`src/rtl/ram_burst_reader_if.sv`:
```
// Bundle of the burst request, RAM read port and output stream signals.
// Handshakes: a transfer happens on a rising clk edge where both valid and
// ready are high. Once valid is raised it stays high, with stable payload,
// until the matching ready is seen. The RAM port has no ready: rd_data is
// valid the cycle after rd_en.
interface ram_burst_reader_if #(
  parameter int WIDTH      = 32,
  parameter int DEPTH      = 512,
  parameter int ADDR_WIDTH = $clog2(DEPTH),
  parameter int LEN_WIDTH  = ADDR_WIDTH + 1
);
  logic                  req_valid;
  logic                  req_ready;
  logic [ADDR_WIDTH-1:0] req_addr;
  logic [LEN_WIDTH-1:0]  req_len;
  logic                  ram_rd_en;
  logic [ADDR_WIDTH-1:0] ram_rd_addr;
  logic [WIDTH-1:0]      ram_rd_data;
  logic                  out_valid;
  logic                  out_ready;
  logic [WIDTH-1:0]      out_data;
  logic                  out_last;
  logic                  busy;
  logic                  done;
  logic [1:0]            dbg_state;

  // View of the reader block itself.
  modport master (
    input  req_valid, req_addr, req_len, ram_rd_data, out_ready,
    output req_ready, ram_rd_en, ram_rd_addr, out_valid, out_data, out_last,
           busy, done, dbg_state
  );

  // View of the surrounding requester, RAM and stream consumer.
  modport slave (
    output req_valid, req_addr, req_len, ram_rd_data, out_ready,
    input  req_ready, ram_rd_en, ram_rd_addr, out_valid, out_data, out_last,
           busy, done, dbg_state
  );
endinterface

```
`src/rtl/ram_burst_reader.sv`:
```
// Burst reader: turns (address, length) requests into one RAM read per cycle
// and returns the words as a valid/ready stream with a last marker. A
// 2-entry FIFO plus a credit check on issue means a returning RAM word always
// has a slot, so backpressure never drops data.
module ram_burst_reader #(
  parameter int WIDTH      = 32,
  parameter int DEPTH      = 512,
  parameter int ADDR_WIDTH = $clog2(DEPTH),
  parameter int LEN_WIDTH  = ADDR_WIDTH + 1
) (
  input logic               clk,
  input logic               rst,
  ram_burst_reader_if.master bus
);

  typedef enum logic [1:0] {
    ST_IDLE   = 2'd0,
    ST_BUSY   = 2'd1,
    ST_FINISH = 2'd2
  } state_t;

  localparam logic [ADDR_WIDTH-1:0] LAST_ADDR = ADDR_WIDTH'(DEPTH - 1);

  state_t                state_q;
  logic                  req_ready_q;
  logic                  busy_q;
  logic                  done_q;
  logic [ADDR_WIDTH-1:0] issue_addr_q;
  logic [LEN_WIDTH-1:0]  issue_left_q;
  logic [LEN_WIDTH-1:0]  beat_left_q;

  logic [WIDTH-1:0]      fifo_mem_q [2];
  logic                  wr_ptr_q;
  logic                  rd_ptr_q;
  logic [1:0]            count_q;
  logic                  inflight_q;

  logic                  accept;
  logic                  push;
  logic                  pop;
  logic                  out_valid;
  logic                  rd_en;
  logic [2:0]            credit_used;
  logic [ADDR_WIDTH-1:0] issue_addr_d;

  assign accept    = req_ready_q && bus.req_valid;
  assign push      = inflight_q;
  assign out_valid = (count_q != 2'd0);
  assign pop       = out_valid && bus.out_ready;

  // Slots already claimed after this cycle's pop: held words plus the read in
  // flight. Only issue when that leaves room for one more returning word.
  assign credit_used = 3'(count_q) + 3'(inflight_q) - 3'(pop);
  assign rd_en = (state_q == ST_BUSY) && (issue_left_q != '0) &&
                 (credit_used < 3'd2);

  // Address walks upward and wraps at the top of the RAM.
  assign issue_addr_d = (issue_addr_q == LAST_ADDR) ? '0
                                                    : issue_addr_q + ADDR_WIDTH'(1);

  assign bus.req_ready   = req_ready_q;
  assign bus.ram_rd_en   = rd_en;
  assign bus.ram_rd_addr = issue_addr_q;
  assign bus.out_valid   = out_valid;
  assign bus.out_data    = fifo_mem_q[rd_ptr_q];
  assign bus.out_last    = out_valid && (beat_left_q == LEN_WIDTH'(1));
  assign bus.busy        = busy_q;
  assign bus.done        = done_q;
  assign bus.dbg_state   = state_q;

  // Control FSM with registered status outputs and the burst counters.
  always_ff @(posedge clk) begin
    if (rst) begin
      state_q      <= ST_IDLE;
      req_ready_q  <= 1'b1;
      busy_q       <= 1'b0;
      done_q       <= 1'b0;
      issue_addr_q <= '0;
      issue_left_q <= '0;
      beat_left_q  <= '0;
    end else begin
      case (state_q)
        ST_IDLE, ST_FINISH: begin
          state_q     <= ST_IDLE;
          req_ready_q <= 1'b1;
          busy_q      <= 1'b0;
          done_q      <= 1'b0;
          if (accept) begin
            issue_addr_q <= bus.req_addr;
            issue_left_q <= bus.req_len;
            beat_left_q  <= bus.req_len;
            if (bus.req_len == '0) begin
              // Empty burst completes immediately without touching the RAM.
              state_q <= ST_FINISH;
              done_q  <= 1'b1;
            end else begin
              state_q     <= ST_BUSY;
              busy_q      <= 1'b1;
              req_ready_q <= 1'b0;
            end
          end
        end
        ST_BUSY: begin
          if (rd_en) begin
            issue_addr_q <= issue_addr_d;
            issue_left_q <= issue_left_q - LEN_WIDTH'(1);
          end
          if (pop) begin
            beat_left_q <= beat_left_q - LEN_WIDTH'(1);
            if (beat_left_q == LEN_WIDTH'(1)) begin
              state_q     <= ST_FINISH;
              busy_q      <= 1'b0;
              done_q      <= 1'b1;
              req_ready_q <= 1'b1;
            end
          end
        end
        default: begin
          state_q     <= ST_IDLE;
          req_ready_q <= 1'b1;
          busy_q      <= 1'b0;
          done_q      <= 1'b0;
        end
      endcase
    end
  end

  // Return buffer: capture the word for last cycle's read, release on handshake.
  always_ff @(posedge clk) begin
    if (rst) begin
      fifo_mem_q[0] <= '0;
      fifo_mem_q[1] <= '0;
      wr_ptr_q      <= 1'b0;
      rd_ptr_q      <= 1'b0;
      count_q       <= 2'd0;
      inflight_q    <= 1'b0;
    end else begin
      if (push) begin
        fifo_mem_q[wr_ptr_q] <= bus.ram_rd_data;
        wr_ptr_q             <= ~wr_ptr_q;
      end
      if (pop) begin
        rd_ptr_q <= ~rd_ptr_q;
      end
      count_q    <= count_q + 2'(push) - 2'(pop);
      inflight_q <= rd_en;
    end
  end

endmodule

```
`src/flat_wrapper.sv`:
```
// flat-port wrapper written by rule: the top's interface ports become plain ports
module ram_burst_reader_flat 
#(
  parameter int WIDTH      = 32,
  parameter int DEPTH      = 512,
  parameter int ADDR_WIDTH = $clog2(DEPTH),
  parameter int LEN_WIDTH  = ADDR_WIDTH + 1
)
  (clk, rst, bus_req_valid, bus_req_addr, bus_req_len, bus_ram_rd_data, bus_out_ready, bus_req_ready, bus_ram_rd_en, bus_ram_rd_addr, bus_out_valid, bus_out_data, bus_out_last, bus_busy, bus_done, bus_dbg_state);
  ram_burst_reader_if #(.WIDTH(WIDTH), .DEPTH(DEPTH), .ADDR_WIDTH(ADDR_WIDTH), .LEN_WIDTH(LEN_WIDTH)) bus_i ();
  input logic clk;
  input logic rst;
  input wire logic [$bits(bus_i.req_valid)-1:0] bus_req_valid;
  input wire logic [$bits(bus_i.req_addr)-1:0] bus_req_addr;
  input wire logic [$bits(bus_i.req_len)-1:0] bus_req_len;
  input wire logic [$bits(bus_i.ram_rd_data)-1:0] bus_ram_rd_data;
  input wire logic [$bits(bus_i.out_ready)-1:0] bus_out_ready;
  output wire logic [$bits(bus_i.req_ready)-1:0] bus_req_ready;
  output wire logic [$bits(bus_i.ram_rd_en)-1:0] bus_ram_rd_en;
  output wire logic [$bits(bus_i.ram_rd_addr)-1:0] bus_ram_rd_addr;
  output wire logic [$bits(bus_i.out_valid)-1:0] bus_out_valid;
  output wire logic [$bits(bus_i.out_data)-1:0] bus_out_data;
  output wire logic [$bits(bus_i.out_last)-1:0] bus_out_last;
  output wire logic [$bits(bus_i.busy)-1:0] bus_busy;
  output wire logic [$bits(bus_i.done)-1:0] bus_done;
  output wire logic [$bits(bus_i.dbg_state)-1:0] bus_dbg_state;
  assign bus_i.req_valid = bus_req_valid;
  assign bus_i.req_addr = bus_req_addr;
  assign bus_i.req_len = bus_req_len;
  assign bus_i.ram_rd_data = bus_ram_rd_data;
  assign bus_i.out_ready = bus_out_ready;
  assign bus_req_ready = bus_i.req_ready;
  assign bus_ram_rd_en = bus_i.ram_rd_en;
  assign bus_ram_rd_addr = bus_i.ram_rd_addr;
  assign bus_out_valid = bus_i.out_valid;
  assign bus_out_data = bus_i.out_data;
  assign bus_out_last = bus_i.out_last;
  assign bus_busy = bus_i.busy;
  assign bus_done = bus_i.done;
  assign bus_dbg_state = bus_i.dbg_state;
  ram_burst_reader #(.WIDTH(WIDTH), .DEPTH(DEPTH), .ADDR_WIDTH(ADDR_WIDTH), .LEN_WIDTH(LEN_WIDTH)) u_core (.clk(clk), .rst(rst), .bus(bus_i));
endmodule
```
`config.mk`:
```
export PLATFORM = sky130hd
export DESIGN_NAME = ram_burst_reader_flat
export DESIGN_NICKNAME = d
export VERILOG_FILES = /design/src/rtl/ram_burst_reader_if.sv /design/src/rtl/ram_burst_reader.sv /design/src/flat_wrapper.sv
export SDC_FILE = /design/constraint.sdc
export NUM_CORES = 1
export LEC_CHECK = 0
export ABC_AREA = 0
export CORE_MARGIN = 2
export CORE_UTILIZATION = 48
export CTS_BUF_LIST = sky130_fd_sc_hd__clkbuf_4
export CTS_CLUSTER_DIAMETER = 50
export DETAILED_ROUTE_END_ITERATION = 6
export PLACE_DENSITY = 0.81
export SLEW_MARGIN = 20
export SYNTH_ARGS = -nofsm -noshare
export SYNTH_HDL_FRONTEND = slang
export SYNTH_SLANG_ARGS = --single-unit
```
`constraint.sdc`:
```
create_clock -name clk -period 2.85 [get_ports clk]
set_clock_uncertainty 0.05 [all_clocks]
set_input_delay 0.285 -clock clk [delete_from_list [all_inputs] [get_ports clk]]
set_output_delay 0.285 -clock clk [all_outputs]
set_load 0.02 [all_outputs]
```
==> results of run 1 <==
[repair_timing]
action | CTS | global route
endpoints found under the setup margin | 18 | 21
buffers inserted | 10 | 3
resized for setup | 43 | 21
pin swaps | 14 | 8
gates cloned | 1 | 0
[Yosys cell counts, types with 2 or more instances]
| cell type | instances |
|---|---|
| and2_1 | 66 |
| edfxtp_1 | 64 |
| dfxtp_1 | 38 |
| mux2_2 | 32 |
| a21oi_1 | 28 |
| nor2_1 | 22 |
| clkbuf_1 | 19 |
| inv_1 | 16 |
| nand2_1 | 16 |
| o21ai_0 | 12 |
| nor3_1 | 10 |
| nor4_1 | 9 |
| ha_1 | 8 |
| o311ai_0 | 7 |
| o31ai_1 | 7 |
| a211oi_1 | 6 |
| a31oi_1 | 6 |
| a22oi_1 | 5 |
| and3_1 | 5 |
| nand3_1 | 5 |
| xnor2_1 | 5 |
| a311oi_1 | 4 |
| nor3b_1 | 4 |
| a21o_1 | 3 |
| buf_1 | 3 |
| nand2b_1 | 3 |
| nor2b_1 | 3 |
| o21a_1 | 3 |
| a31o_2 | 2 |
| and4_1 | 2 |
| buf_4 | 2 |
| buf_6 | 2 |
| or2_2 | 2 |
| or3_1 | 2 |
| or3b_2 | 2 |
| or4_1 | 2 |
| or4_4 | 2 |
[stage by stage]
step | hold slack, ps | area (sq um) | util | TNS (ps)
floorplan | 393 | 5010 | - | 0
global placement | 418 | 6260 | 0.612 | -6520
detailed placement | 436 | 6260 | 0.612 | -7820
CTS | 315 | 6710 | 0.656 | -4710
global route | 333 | 6840 | 0.668 | -6660
finish | 332 | 6840 | 0.668 | -4960
[registers in the layout (all words and copies together), names as in the netlist, named ones only]
signal,count
u_core.bus.req_ready,1
u_core.bus.dbg_state,2
u_core.beat_left_q,10
u_core.wr_ptr_q,1
u_core.rd_ptr_q,1
u_core.count_q,2
u_core.issue_left_q,10
u_core.fifo_mem_q,64
u_core.bus.ram_rd_addr,9
u_core.inflight_q,1
[worst max-delay path, stage by stage (launching register included)]
cell and delay (ps):
dfxtp_2 360, o21ai_2 160, inv_2 70, ha_4 260, inv_2 40, ha_4 150
fa_1 470, or3b_4 400, or2_4 250, nor2_4 100, buf_6 120
[final cells by class]
class | count | area, sq um | share of cell area
inverter | 16 | 60.1 | 0.00878
clock buffer | 9 | 67.6 | 0.00988
clock inverter | 7 | 109 | 0.0159
multi-input combinational | 306 | 2420 | 0.354
sequential | 102 | 2690 | 0.393
tap | 136 | 170 | 0.0249
timing repair buffer | 136 | 1330 | 0.194
[per-layer routing]
layer,up-vias,part of all wire
met2,203,0.49
li1,1906,-
met1,1958,0.40
met4,0,0.036
met5,-,0
met3,42,0.077
[kinds of logic (layout without fill, tap and decap cells)]
logic type | Yosys count | after routing | synth area share
adder cells (fa/ha/maj) | 9 | 9 | 0.0240
flip-flops | 102 | 102 | 0.537
multiplexers | 32 | 32 | 0.0721
AND/OR/NAND/NOR | 163 | 164 | 0.193
buffers and inverters | 42 | 168 | 0.0361
XOR/XNOR | 6 | 6 | 0.0105
AO/OA/AOI/OAI | 95 | 95 | 0.127
[power groups by stage]
stage	logic [mW]	registers, mW	clock network [mW]
after floorplan	1.40	2.09	0
after global placement	2.32	2.04	0
after detailed placement	2.37	2.06	0
after CTS	2.67	2.04	0.914
after global routing	3.04	2.09	0.963
final	2.87	2.06	0.895
[worst max path at each step]
stage	end	cells past startpoint
after floorplan	u_core.issue_left_q[1]	11
after global placement	bus_ram_rd_en	11
after detailed placement	bus_ram_rd_en	11
after CTS	bus_ram_rd_en	10
after global routing	bus_ram_rd_en	10
final	bus_ram_rd_en	10
==> results.toml, run 1 <==
[setup_path]
end_kind = "output pin"
startpoint = "u_core.count_q[0]"
cp-start-kind = "register"
worstPathArrival_ps = 2830
r2r-end = "u_core.bus.ram_rd_addr[8]"
rr_worst_depth = 15
worstReg2RegStart = "u_core.count_q[0]"
r2r_slack_ps = -290
required_ps = 2520
path_class = "register to output pin"
path_max_fanout = 2

[yosys]
synth_flop_cell = "edfxtp_1"
ys_seq_area_frac = 0.537
synth_area_leader_cell = "edfxtp_1"
synth-edff-count = 64
ys_types = 59
synth.avg_cell_area_sq_um = 11.1
synthCells = 449
synthesis.nets = 513
async_reset_ff_frac = 0
ys_seq_elements = 102
synth_warnings = 0
synth_area_leaders = "edfxtp_1, dfxtp_1, and2_1, mux2_2, a21oi_1"
synth_top_cell_area_share = 0.385
syn_area_sq_um = 5000

[global_route]
grt_overflow = 0
grt_start_max_net_pins = 41
met3_usage = 0.0386
groute.usage.overall = 0.220
antenna_found_initial = 0
met2_usage = 0.369
first_global_vias = 4015
grt_pass1_wl_um = 19500
gr-usage-met1 = 0.278
busiest_layer = "met2"

[run_status]
violations = "setup timing"
status = "finished with violations"

[timing]
setup_ws_ps = -317
worst_slew_pin_slew_ps = 1250
maxSlewHeadroom = 0.161
hold_violations = 0
final-setup-viol-count = 20
finalCritPeriodShare = 1.11
grt_setup_unrepaired = "true"
fmax_mhz = 316
period_needed_ps = 3170
report.final.slew_viol_count = 0

[pwr]
clockPowerShare = 0.154
swShare = 0.391
power_frac_comb = 0.493
ir_drop_uv = 472
intPower_mw = 3.55
p_seq_frac = 0.354
powerDensity_nw_per_um2 = 853
power.switching_mw = 2.28
leakage_nw = 2.49
total_power_mw = 5.83

[die]
rows = 37
start_util = 0.488
dieHeight_um = 106
core_area_sq_um = 10200
die_x_um = 106
die_area_sq_um = 11200
ios = 104

[cts]
htree_levels = 3
cts_root_buf = "clkbuf_4"
clk_path_buf_depth = 2
cts_made_buffers = 9
clk_pin_slew_worst_paths_ps = 170
cts_hold_buf = 0
cts.sinks = 102
cts_tree = "done"
clock_latency_ps = 450

[route]
routed-via-count = 4109
drt-initial-drc-count = 235
ant_nets = 0
drc = 0
first_pass_iters = 5
avgRoutedWirePerCell_um = 17.7
routed_wl_um = 12600
avgViaCountPerCell = 5.77

[placed_design]
numPlacedInstances = 683
place_worst_setup_slack_ps = -652
gp_congestion = 0.861
dp_hpwl_um = 7940
io_buffers = 103

[final_layout]
final_nets = 635
fillers = 756
syn_to_final_growth_pct = 36.8
fin_cells = 712
layout_common_cells = "clkdlybuf4s50_1, and2_1, edfxtp_1"
diodes = 0
drive_gt1_frac = 0.222
final_common_cell = "clkdlybuf4s50_1"

[hold_path]
hold_path_end = "u_core.bus.ram_rd_addr[5]"
hp-start = "bus_req_addr[5]"
holdPathStages = 3
hp-class = "primary input to register"

[job]
maxCapViolations = 0
No activity file was read; power rests on OpenSTA's default activity.
==> run 2, diff against run 1 <==
Settings changed: CAP_MARGIN set to 20, CORE_UTILIZATION 48 to 43, PLACE_DENSITY 0.81 to 0.74.
==> results.toml, run 2 (synthesis gave the netlist of run 1 again) <==
[final_layout]
top_register = "u_core.fifo_mem_q"
fillers = 977
regArea_sq_um = 2690
drive_gt1_frac = 0.209
layout_common_cells = "clkdlybuf4s50_1, and2_1, edfxtp_1"
syn_to_final_growth_pct = 35.4
diodes = 0
final_common_cell = "clkdlybuf4s50_1"
final_nets = 635
largest_reg_flops = 64
multiInputGateArea_sq_um = 2380
biggestRegsByFlops = "u_core.fifo_mem_q: 64 flops, u_core.beat_left_q: 10 flops, u_core.issue_left_q: 10 flops"
fin_cells = 718

[cts]
clk_pin_slew_worst_paths_ps = 160
clock_latency_ps = 440
cts_tree = "done"
clk_path_buf_depth = 2
cts_root_buf = "clkbuf_4"
cts_made_buffers = 9
htree_levels = 3
cts.sinks = 102

[setup_path]
required_ps = 2520
cpPeakStageDelay_ps = 470
rr_worst_depth = 12
path_delay_family = "adder cells"
startpoint = "u_core.count_q[0]"
end_kind = "output pin"
worstReg2RegStart = "u_core.count_q[0]"
worstPathCellList = "o21ai_2 -> inv_2 -> ha_4 -> inv_2 -> ha_4 -> fa_1 -> or3b_4 -> or2_4 -> nor2_4 -> buf_6"
cp.depth = 10
cp_slowest_cell = "fa_1"
path_class = "register to output pin"
r2r_slack_ps = -180
crit_buf_inv = 3
path_max_fanout = 2
r2r-end = "u_core.issue_left_q[3]"
worstPathArrival_ps = 2830
cp-start-kind = "register"

[route]
drt-initial-drc-count = 169
drc = 0
ant_nets = 0
routed_wl_um = 12100
first_pass_iters = 5
avgViaCountPerCell = 5.63
avgRoutedWirePerCell_um = 16.8
routed-via-count = 4042

[global_route]
groute.usage.overall = 0.193
antenna_found_initial = 0
first_global_vias = 3956
grt_start_max_net_pins = 41
grt_pass1_wl_um = 19500
grt_overflow = 0

[die]
core_area_sq_um = 11400
rows = 39
start_util = 0.440
die_area_sq_um = 12500
ios = 104
die_x_um = 112
dieHeight_um = 112

[timing]
report.final.slew_viol_count = 0
final-setup-viol-count = 20
period_needed_ps = 3160
holdWs_ps = 345
hold_violations = 0
worst_slew_pin_slew_ps = 1020
finalCritPeriodShare = 1.11
setup_ws_ps = -313
maxSlewHeadroom = 0.316
fmax_mhz = 316
grt_setup_unrepaired = "true"

[hold_path]
holdPathStages = 3
hold_path_end = "u_core.bus.ram_rd_addr[5]"
hp-class = "primary input to register"
hp-start = "bus_req_addr[5]"

[pwr]
total_power_mw = 5.58
powerDensity_nw_per_um2 = 824
ir_drop_uv = 435
leakage_nw = 2.46

[placed_design]
numPlacedInstances = 691
gp_congestion = 0.880
dp_hpwl_um = 7890
io_buffers = 103

[run_status]
status = "finished with violations"
violations = "setup timing"

[job]
maxCapViolations = 0
## run 2: cell types whose count changed in the layout (fill, tap and decap cells not counted), sizes merged
| cell | previous run | this run |
|---|---|---|
| clkbuf | 9 | 10 |
| bufinv | 2 | 1 |
| o21a | 3 | 4 |
| buf | 34 | 33 |
| inv | 20 | 17 |
| clkinvlp | 0 | 2 |
## run 2: metrics by stage
stage                     TNS (ps)  area, sq um  utilization  setup slack, ps
after floorplan                  0         5010            -             18.1
after global placement       -6500         6290        0.553             -627
after detailed placement     -7990         6290        0.553             -664
after CTS                    -2300         6600        0.581             -365
after global routing         -3940         6760        0.595             -416
final                        -1960         6760        0.595             -313
## run 2: worst max-delay path by stage
stage,endpoint,slack [ps]
5_1_grt,bus_ram_rd_en,-420
6_report,bus_ram_rd_en,-310
2_1_floorplan,u_core.issue_left_q[1],20
4_1_cts,bus_ram_rd_en,-360
3_3_place_gp,bus_ram_rd_en,-630
3_5_place_dp,bus_ram_rd_en,-660
## run 2: worst min-delay path: stages
cell,delay [ps]
clkdlybuf4s50_1,400
nand2_1,50
a311oi_1,70
## run 2: repair_timing
item | CTS | global route
resized for setup | 31 | 19
pin swaps | 27 | 14
cloned | 3 | 0
hold buffers | 0 | 0
endpoints found under the setup margin | 20 | 21
buffers inserted | 3 | 6
## run 2: final cells by class
cell class                 instances  share of cell area
sequential                       102               0.397
clock inverter                     5             0.00888
multi-input combinational        307               0.352
clock buffer                      10              0.0111
timing repair buffer             135               0.196
inverter                          16             0.00888
tap                              143              0.0265
## run 2: power breakdown
| part | switching, mW | leakage (nW) | total, mW | internal [mW] |
|---|---|---|---|---|
| Sequential | 0.212 | 0.976 | 2.04 | 1.83 |
| Combinational | 1.45 | 1.41 | 2.78 | 1.32 |
| Clock | 0.479 | 0.0690 | 0.755 | 0.276 |
| Total | 2.15 | 2.46 | 5.57 | 3.43 |
## run 2: routing by layer
layer  up-vias  track usage  part of all wire
met5         -            0                 0
met4         0       0.0593             0.017
met3        19       0.0343             0.066
met2       158        0.319              0.47
met1      1959        0.259              0.44
li1       1906            -                 -
==> run 3, diff against run 2 <==
Settings changed: CORE_MARGIN 2 to not set.
==> results.toml, run 3 (synthesis gave the netlist of run 1 again) <==
[setup_path]
worstPathArrival_ps = 2810
cp-start-kind = "register"
r2r-end = "u_core.issue_left_q[0]"
required_ps = 2520
end_kind = "output pin"
path_max_fanout = 2
rr_worst_depth = 13
path_class = "register to output pin"
worstReg2RegStart = "u_core.count_q[1]"
r2r_slack_ps = -270

[cts]
cts_made_buffers = 9
cts_hold_buf = 0
cts.sinks = 102
clock_latency_ps = 450
cts_root_buf = "clkbuf_4"
cts_tree = "done"
htree_levels = 3
clk_pin_slew_worst_paths_ps = 160
clk_path_buf_depth = 2

[timing]
period_needed_ps = 3140
grt_setup_unrepaired = "true"
setup_ws_ps = -293
maxSlewHeadroom = 0.342
hold_violations = 0
finalCritPeriodShare = 1.10
final-setup-viol-count = 20
worst_slew_pin_slew_ps = 987
report.final.slew_viol_count = 0
fmax_mhz = 318

[global_route]
met3_usage = 0.0421
grt_start_max_net_pins = 41
grt_overflow = 0
busiest_layer = "met2"
first_global_vias = 3942
met2_usage = 0.350
grt_pass1_wl_um = 19100
gr-usage-met1 = 0.268
antenna_found_initial = 0
groute.usage.overall = 0.207

[die]
core_area_sq_um = 11400
die_x_um = 110
ios = 104
rows = 39
dieHeight_um = 110
start_util = 0.440
die_area_sq_um = 12100

[final_layout]
top_register = "u_core.fifo_mem_q"
diodes = 0
largest_reg_flops = 64
final_common_cell = "clkdlybuf4s50_1"
finish.utilization = 0.598
syn_to_final_growth_pct = 36.1
fillers = 963
layout_common_cells = "clkdlybuf4s50_1, and2_1, edfxtp_1"
drive_gt1_frac = 0.222
fin_cells = 716
biggestRegsByFlops = "u_core.fifo_mem_q: 64 flops, u_core.beat_left_q: 10 flops, u_core.issue_left_q: 10 flops"
final_nets = 632

[pwr]
leakage_nw = 2.46
ir_drop_uv = 506
powerDensity_nw_per_um2 = 841

[hold_path]
hp-class = "primary input to register"
hp-start = "bus_req_addr[8]"
holdPathStages = 3
hold_path_end = "u_core.bus.ram_rd_addr[8]"

[job]
maxCapViolations = 0

[route]
avgViaCountPerCell = 5.72
routed-via-count = 4093
routed_wl_um = 12700
first_pass_iters = 7
avgRoutedWirePerCell_um = 17.7
drt-initial-drc-count = 199
drc = 2
ant_nets = 0

[run_status]
violations = "DRC, setup timing"
status = "finished with violations"

[placed_design]
gp_congestion = 0.850
numPlacedInstances = 691
io_buffers = 103
dp_hpwl_um = 8010
==> run 3: area by class of cell <==
class,instances,area (sq um),area share
clock buffer,10,75.1,0.0110
clock inverter,6,70.1,0.0103
inverter,16,60.1,0.00883
multi-input combinational,307,2420,0.356
sequential,102,2690,0.395
tap,143,179,0.0263
timing repair buffer,132,1310,0.192
==> run 3: metrics by stage <==
step	hold WS, ps	cell area, sq um	setup TNS (ps)	total power, mW	worst slack [ps]
6_report	335	6800	-3320	5.72	-293
2_1_floorplan	393	5010	0	3.49	18.1
3_5_place_dp	431	6290	-7830	4.46	-652
4_1_cts	305	6640	-1970	5.49	-368
3_3_place_gp	421	6290	-6460	4.40	-626
5_1_grt	317	6800	-4960	6.01	-400
==> run 3: worst max-delay path, cell delays in order (launching register included) <==
cell     delay [ps]
dfxtp_2         350
o21ai_2         150
inv_2            70
ha_4            260
inv_2            30
ha_4            140
fa_1            480
or3b_4          400
or2_4           260
nor2_4          100
buf_6           120
==> run 3: worst max path at each step <==
stage               cells after the start                     end  slack (ps)               from
CTS                                    10           bus_ram_rd_en        -370  u_core.count_q[1]
global route                           10           bus_ram_rd_en        -400  u_core.count_q[1]
finish                                 10           bus_ram_rd_en        -290  u_core.count_q[1]
detailed placement                     11           bus_ram_rd_en        -650      bus_out_ready
global placement                       11           bus_ram_rd_en        -630      bus_out_ready
floorplan                              11  u_core.issue_left_q[1]          20  u_core.count_q[1]
==> run 3: timing repair <==
item / 4_1_cts / 5_1_grt
pin swaps: 37 / 11
resized for setup: 40 / 21
setup endpoints to repair: 18 / 21
buffers inserted: 2 / 5
cloned: 2 / 0
==> run 3: per-layer routing <==
layer	part of all wire	vias to the layer above
li1	-	1903
met1	0.40	1970
met2	0.50	202
met3	0.086	18
met4	0.014	0
met5	0	-
==> run 3: where the power goes <==
| part | internal [mW] | switching [mW] |
|---|---|---|
| clock network | 0.287 | 0.504 |
| registers | 1.83 | 0.237 |
| logic | 1.34 | 1.52 |
